### config.mk
export PLATFORM = sky130hd
export DESIGN_NAME = jt12_wrsched
export DESIGN_NICKNAME = d
export VERILOG_FILES = /design/src/rtl/jt12_pkg.sv /design/src/rtl/jt12_wrfifo.sv /design/src/rtl/jt12_wrsched.sv
export SDC_FILE = /design/constraint.sdc
export NUM_CORES = 1
export LEC_CHECK = 0
export BUFFER_PORTS_ARGS = -buffer_cell sky130_fd_sc_hd__buf_2
export CELL_PAD_IN_SITES_DETAIL_PLACEMENT = 1
export CELL_PAD_IN_SITES_GLOBAL_PLACEMENT = 1
export CORE_MARGIN = 1.5
export CORE_UTILIZATION = 49
export DETAILED_ROUTE_END_ITERATION = 16
export PLACE_DENSITY_LB_ADDON = 0.15
export SYNTH_ARGS = -nofsm -noshare
export SYNTH_HDL_FRONTEND = slang
export SYNTH_SLANG_ARGS = --single-unit
### constraint.sdc
create_clock -name clk -period 2.5 [get_ports clk]
set_input_delay 0.125 -clock clk [delete_from_list [all_inputs] [get_ports clk]]
set_output_delay 0.125 -clock clk [all_outputs]
set_load 0.03 [all_outputs]
### src/rtl/jt12_pkg.sv
// jt12_pkg: shared scheduler state encoding and write-queue entry layout
package jt12_pkg;
  typedef enum logic {IDLE = 1'b0, HOLD = 1'b1} state_t;
  localparam int WRQ_W    = 10;
  localparam int DIN_LSB  = 0;
  localparam int DIN_MSB  = 7;
  localparam int ADDR_LSB = 8;
  localparam int ADDR_MSB = 9;
endpackage

### src/rtl/jt12_wrfifo.sv
// jt12_wrfifo: synchronous FIFO holding pending register writes
module jt12_wrfifo #(
  parameter int DEPTH = 4,
  parameter int W = 10,
  localparam int AW = $clog2(DEPTH)
) (
  input  logic          clk,
  input  logic          rst_n,
  input  logic          push,
  input  logic          pop,
  input  logic [W-1:0]  din,
  output logic [W-1:0]  dout,
  output logic          full,
  output logic          empty,
  output logic [AW:0]   count
);
  logic [W-1:0]  mem [DEPTH];
  logic [AW-1:0] wr_ptr, rd_ptr;
  logic          do_push, do_pop;
  assign do_pop  = pop & ~empty;
  assign do_push = push & (~full | do_pop);
  assign full    = count == (AW+1)'(DEPTH);
  assign empty   = count == '0;
  assign dout    = mem[rd_ptr];
  // pointers wrap modulo DEPTH; count tracks occupancy
  always_ff @(posedge clk or negedge rst_n)
    if (!rst_n) begin
      wr_ptr <= '0;
      rd_ptr <= '0;
      count  <= '0;
    end else begin
      wr_ptr <= wr_ptr + AW'(do_push);
      rd_ptr <= rd_ptr + AW'(do_pop);
      count  <= count + (AW+1)'(do_push) - (AW+1)'(do_pop);
    end
  // storage needs no reset: only entries behind count are ever read
  always_ff @(posedge clk)
    if (do_push) mem[wr_ptr] <= din;
endmodule

### src/rtl/jt12_wrsched.sv
// jt12_wrsched: buffers CPU register writes and replays them at the core's pace
module jt12_wrsched
  import jt12_pkg::*;
#(
  parameter int DEPTH = 4,
  parameter int BUSY_CYC = 32
) (
  input  logic       clk,
  input  logic       rst_n,
  input  logic       cen,
  input  logic       cs_n,
  input  logic       wr_n,
  input  logic [1:0] addr,
  input  logic [7:0] din,
  input  logic       ovf_clr,
  output logic       out_wr,
  output logic [1:0] out_addr,
  output logic [7:0] out_din,
  output logic       busy,
  output logic       full,
  output logic       ovf
);
  localparam int CW = $clog2(DEPTH) + 1;
  logic             act, act_q, strobe, pop, push, drop, empty;
  logic [WRQ_W-1:0] head;
  logic [CW-1:0]    count, count_nx;
  state_t           state, state_nx;
  logic [7:0]       cnt, cnt_nx;
  assign act      = ~cs_n & ~wr_n;
  assign strobe   = act & ~act_q;
  assign pop      = (state == IDLE) & cen & ~empty;
  assign push     = strobe & (~full | pop);
  assign drop     = strobe & full & ~pop;
  assign count_nx = count + CW'(push) - CW'(pop);
  jt12_wrfifo #(.DEPTH(DEPTH), .W(WRQ_W)) u_fifo (
    .clk   (clk),
    .rst_n (rst_n),
    .push  (push),
    .pop   (pop),
    .din   ({addr, din}),
    .dout  (head),
    .full  (full),
    .empty (empty),
    .count (count)
  );
  // data-port issues hold off the queue for BUSY_CYC cen ticks
  always_comb begin
    state_nx = state;
    cnt_nx   = cnt;
    if (state == IDLE) begin
      if (pop & head[ADDR_LSB]) begin
        state_nx = HOLD;
        cnt_nx   = 8'(BUSY_CYC - 1);
      end
    end else if (cen) begin
      state_nx = cnt == 8'd0 ? IDLE : HOLD;
      cnt_nx   = cnt == 8'd0 ? cnt : cnt - 8'd1;
    end
  end
  // edge detect, FSM state, issue register and status flags
  always_ff @(posedge clk or negedge rst_n)
    if (!rst_n) begin
      act_q    <= 1'b0;
      state    <= IDLE;
      cnt      <= '0;
      out_wr   <= 1'b0;
      out_addr <= '0;
      out_din  <= '0;
      busy     <= 1'b0;
      ovf      <= 1'b0;
    end else begin
      act_q  <= act;
      state  <= state_nx;
      cnt    <= cnt_nx;
      out_wr <= pop;
      if (pop) begin
        out_addr <= head[ADDR_MSB:ADDR_LSB];
        out_din  <= head[DIN_MSB:DIN_LSB];
      end
      busy <= (count_nx != '0) | (state_nx == HOLD);
      ovf  <= drop | (ovf & ~ovf_clr);
    end
endmodule

# Word level (Yosys, flattened, before mapping)
# Memory sizes are Yosys's and may differ from the RTL's.
# Index checks and enable logic that the tools add are counted.
[totals]
reg_bits = 30
mem_bits_rw = 40
input_bits = 16
output_inout_bits = 14
wordCells = 60
n_memories = 1
[memory_table]
columns = ["name", "depth", "word_bits", "rd", "rd_clocked_by_memory_dff", "wr", "line", "text"]
rows = [
  ["u_fifo.mem", 4, 10, 1, 0, 1, "jt12_wrfifo.sv:17", "logic [W-1:0] mem [DEPTH];"],
]
[classes]
addsub = 7
n_eq_ne = 3
n_mux = 10
n_bitwise = 23
n_reduce_logical = 5
[op_table]
columns = ["cell", "count"]
rows = [
  ["$mux W8", 4],
  ["$and A1 B1 Y1", 11],
  ["$logic_not A8 Y1", 1],
  ["$not A1 Y1", 8],
  ["$sub A8 B1 Y8 const B", 1],
  ["$add A3 B1 Y3", 2],
  ["$mux W1", 6],
  ["$sub A3 B1 Y3", 2],
  ["$add A2 B1 Y2", 2],
  ["$ne A2 B2 Y1 const B", 2],
  ["$or A1 B1 Y1", 4],
  ["$eq A3 B3 Y1 const B", 1],
  ["$logic_not A3 Y1", 1],
  ["$reduce_and A3 Y1", 1],
  ["$reduce_bool A3 Y1", 1],
  ["$reduce_bool A2 Y1", 1],
]

# Longest topological paths before layout
[depth]
depth_word = 9
mapped_depth = 10
mapped_depth_nobuf = 9

# Hierarchy
# A second synthesis with hierarchy kept.
[unflattened]
cells_unflattened = 182
area_unflattened_um2 = 2950.3
[modules_own_cells]
columns = ["module", "n_inst", "cells_per_inst", "area_per_inst_um2", "seq_area_each_um2"]
rows = [
  ["jt12_wrfifo", 1, 83, 1835.5, 1376.3],
  ["jt12_wrsched", 1, 99, 1114.8, 575.6],
]

# Worst setup path after synthesis
# No wires, ideal clock.
[synth_path]
path_kind = "register to register"
start = "register u_fifo.count[1]"
end = "register busy"
setup_time_ns = 0.146
arrival_time_ns = 2.553
path_slack_ns = -0.199
path_stages_with_launch = 10
period_less_slack_ns = 2.699
path_cell_list = "dfrtp_1 > nor3b_1 > nand2b_1 > nand2_1 > inv_1 > ha_1 > fa_1 > xnor2_1 > nor3_1 > nand3_1"
[synth_via]
elab_cells_between_ends = 14
cone_classes = "add/sub (2); eq/ne (1); mux (2); bitwise (7); reduce/logical (2)"
[synth_rtl]
columns = ["item", "line", "text"]
rows = [
  ["from (decl)", "jt12_wrfifo.sv:15", "output logic [AW:0] count"],
  ["from (signal assigned)", "jt12_wrfifo.sv:34", "count <= count + (AW+1)'(do_push) - (AW+1)'(do_pop);"],
  ["$eq A3 B3 Y1", "jt12_wrfifo.sv:22", "assign full = count == (AW+1)'(DEPTH);"],
  ["named net full", "jt12_wrsched.sv:20", "output logic full,"],
  ["$not A1 Y1", "jt12_wrsched.sv:32", "assign push = strobe & (~full | pop);"],
  ["$or A1 B1 Y1", "jt12_wrsched.sv:32", ""],
  ["$and A1 B1 Y1", "jt12_wrsched.sv:32", ""],
  ["$add A3 B1 Y3", "jt12_wrsched.sv:34", "assign count_nx = count + CW'(push) - CW'(pop);"],
  ["$sub A3 B1 Y3", "jt12_wrsched.sv:34", ""],
  ["$reduce_bool A3 Y1", "jt12_wrsched.sv:80", "busy <= (count_nx != '0) | (state_nx == HOLD);"],
  ["$or A1 B1 Y1", "jt12_wrsched.sv:80", ""],
  ["to (signal assigned)", "jt12_wrsched.sv:80", ""],
  ["to (decl)", "jt12_wrsched.sv:19", "output logic busy,"],
]
# The timed path passes the listed nets, and every way through them passes these cells.
# A chain may end at the register's enable or synchronous reset.

# Worst setup path in the final report
[layout_path]
start = "register state"
end = "register busy"
[layout_via]
elab_chain_cells = 9
elab_cells_between_ends = 12
cone_classes = "add/sub (2); mux (2); bitwise (7); reduce/logical (1)"
[layout_lines]
columns = ["item", "line", "text"]
rows = [
  ["from (decl)", "jt12_wrsched.sv:27", "state_t state, state_nx;"],
  ["from (signal assigned)", "jt12_wrsched.sv:73", "state <= state_nx;"],
  ["$not A1 Y1", "--", ""],
  ["$and A1 B1 Y1 (2 in series)", "jt12_wrsched.sv:31", "assign pop = (state == IDLE) & cen & ~empty;"],
  ["$or A1 B1 Y1", "jt12_wrsched.sv:32", ""],
  ["$and A1 B1 Y1", "jt12_wrsched.sv:32", ""],
  ["$add A3 B1 Y3", "jt12_wrsched.sv:34", ""],
  ["$sub A3 B1 Y3", "jt12_wrsched.sv:34", ""],
  ["$reduce_bool A3 Y1", "jt12_wrsched.sv:80", ""],
  ["$or A1 B1 Y1 *", "jt12_wrsched.sv:80", ""],
]
# Mark *: on every way between the ends. The rest lies on a longest branch, timed or not.

==> results_dict.tcl <==
set metrics [dict create \
    cts_hold_buffers 11 \
    finalSetupViolations 0 \
    syn_inst 183 \
    dominantRegCellSynth "edfxtp_1" \
    drt-wirelength-per-cell_um 17.6 \
    overflow 0 \
    io_pins 30 \
    die_area_mm2 0.00652 \
    cts_setup_buffers 0 \
    timing.fmax_mhz 464 \
    worstSetupEndpointType "flip-flop" \
    grt_use_met3_pct 3.98 \
    firstDrtPassIters 4 \
    finalCriticalPeriod_ns 2.16 \
    finalSetupTns_ns 0 \
    via_count 1728 \
    grt_max_degree 31 \
    synth_area_mm2 0.00296 \
    antenna_cells 0 \
    tightestPinTransition_ns 0.702 \
    place_congestion 0.822 \
    hold_slack_ns 0.0225 \
    final_hold_viol_count 0 \
    ctsRootBufferMaster "clkbuf_8" \
    hold_start "din[3]" \
    outcome "completed" \
    cp_max_fo 5 \
    use_met2_pct 31.9 \
    ant_nets 0 \
    area_delta_synth_final_pct 19.2 \
    cts.sinks 70 \
    grt_setup_unrepaired "no" \
    hold_class "input port to flip-flop" \
    grt_pass1_wl_um 9040 \
    finalMaxSlewViolations 0 \
    maxCapViolCount 0 \
    rows 28 \
    p_per_area_mw_per_mm2 1100 \
    crit_start "state" \
    dp_hpwl_um 3790 \
    fin_crit_sh_pct 86.2 \
    die_w_um 80.7 \
    synth_warnings 0 \
    numCtsBuffers 9 \
    finClkSkew_ns 0.00860 \
    initialDrtViolationCount 92 \
    cts-resized-gates 0 \
    r2r-start "state" \
    grt_pass1_vias 1938 \
    synth_simple_gate_area_share_pct 7.19 \
    clockBufferDepth 2 \
    synth_top_area_share_pct 40.6 \
    worstSetupPathType "flip-flop to flip-flop" \
    synth_nets 207 \
    clock_latency_ns 0.34 \
    layout.nets 259 \
    synth_compound_area_share_pct 6.42 \
    drt-total-wl_um 5550 \
    die_y_um 80.7 \
    busiest_layer "met2" \
    leakage_uw 0.00141 \
    synth_area_leaders "edfxtp_1, dfrtp_1, mux4_2" \
    max-vdd-ir-drop_mv 0.637 \
    worstPathArrival_ns 2.35 \
    grt_usage_pct 19.3 \
    synth-xor-area-share_pct 2.37 \
    syn_area_per_cell_um2 16.2 \
    ys_ff_latch 70 \
    drive_above_1_share_pct 32.1 \
    final_util_pct 59.9 \
    required_ns 2.70 \
    htree_levels 3 \
    antenna_found_initial 0 \
    io_buffers 29 \
    synth.mux.area_fraction_pct 11.7 \
    max-slew-margin-rel_pct 53.2 \
    synth_edf_count 40 \
    clkTransAtPathRegs_ns 0.07 \
    synth_top_area_cell "edfxtp_1" \
    fp.coreArea_mm2 0.00589 \
    ys_seq_area_share_pct 65.9 \
    synthArstFlopShare_pct 42.9 \
    synthDistinctLibCells 41 \
    synth-adder-area-share_pct 3.89 \
    cts_tree "built" \
    synth_top_family_by_area "multiplexers" \
    via_per_inst 5.49 \
    start_kind "flip-flop" \
    met1_usage_pct 23.9 \
    initial_core_util_pct 50.3 \
    drc 0 \
]
==> logic make-up after synthesis <==
logic type,Yosys count
flip-flops,70
adder cells (fa/ha/maj),8
XOR/XNOR,8
multiplexers,21
AO/OA/AOI/OAI,20
AND/OR/NAND/NOR,38
buffers and inverters,18
==> where the power goes <==
part | total [µW] | internal, µW | switching [µW] | leakage [µW]
Sequential | 1740 | 1480 | 260 | 0.000711
Combinational | 1260 | 588 | 675 | 0.000610
Clock | 877 | 463 | 413 | 0.0000899
==> through the flow <==
step	worst slack, ns	cell area, µm²	power [µW]	std cells
after global routing	0.190	3530	4100	315
after global placement	0.425	3230	2950	288
after floorplan	0.146	2970	2650	183
after CTS	0.312	3530	3930	315
final	0.345	3530	3880	315
after detailed placement	0.321	3230	3030	288
==> final cells by class <==
cell class                 count  area [µm²]
timing repair buffer          47         308
inverter                      12        45.0
fill                         575        2360
clock buffer                  11         131
tap                           75        93.8
sequential                    70        1950
clock inverter                 5        58.8
multi-input combinational     95         940
==> layout by cell type, fill, tap and decap left out, types with 7 or more instances in the layout <==
cell / n
buf_2: 29
buf_4: 7
clkbuf_8: 9
dfrtp_1: 30
dlygate4sd3_1: 11
edfxtp_1: 40
inv_1: 12
mux2_2: 9
mux4_2: 10
nand2_1: 7
==> Yosys cell counts, types with 2 or more instances <==
cell type,instances
dfrtp_1,30
inv_1,12
xnor2_1,2
ha_1,6
nand2b_1,2
xor2_1,6
mux2_2,9
o21ai_1,2
o41ai_1,2
edfxtp_1,40
nand3_1,4
nor3b_1,5
mux4_2,10
o21ai_0,2
clkbuf_1,3
nand2_1,7
nand3b_1,2
buf_2,2
nor3_1,4
a2bb2oi_1,4
o31a_1,2
nor2_1,6
fa_1,2
mux2i_1,2
==> critical path: stages, from the launching register on <==
cell and delay [ns]:
dfrtp_1 0.38, and2b_1 0.32, o31a_1 0.26, ha_1 0.22, inv_1 0.07, fa_1 0.40, xnor2_1 0.14, nor3_1 0.14
nand3_1 0.09
==> metal layers <==
metal  up-vias  wire length [µm]
li1        795                 -
met1       892              2440
met2        33              2870
met3         8               154
met4         0                91
met5         -                 0
==> path summary, 6_finish.rpt <==
kind,cells after the start,slack [ns],endpoint
worst max register to register,8,0.34,busy
max in group asynchronous,2,1.68,u_fifo.wr_ptr[0]
worst min-delay path,1,0.02,u_fifo.mem[0][3]
worst min register to register,1,0.47,ovf
worst max-delay path,8,0.34,busy
min in group asynchronous,2,0.37,out_din[1]
==> registers in the layout, indices dropped and copies added, names as in the netlist <==
name,cells
u_fifo.rd_ptr,2
out_wr,1
out_addr,2
state,1
act_q,1
out_din,8
busy,1
ovf,1
u_fifo.wr_ptr,2
u_fifo.mem,40
u_fifo.count,3
cnt,8
Note: power is estimated with default switching activity, not from simulation.
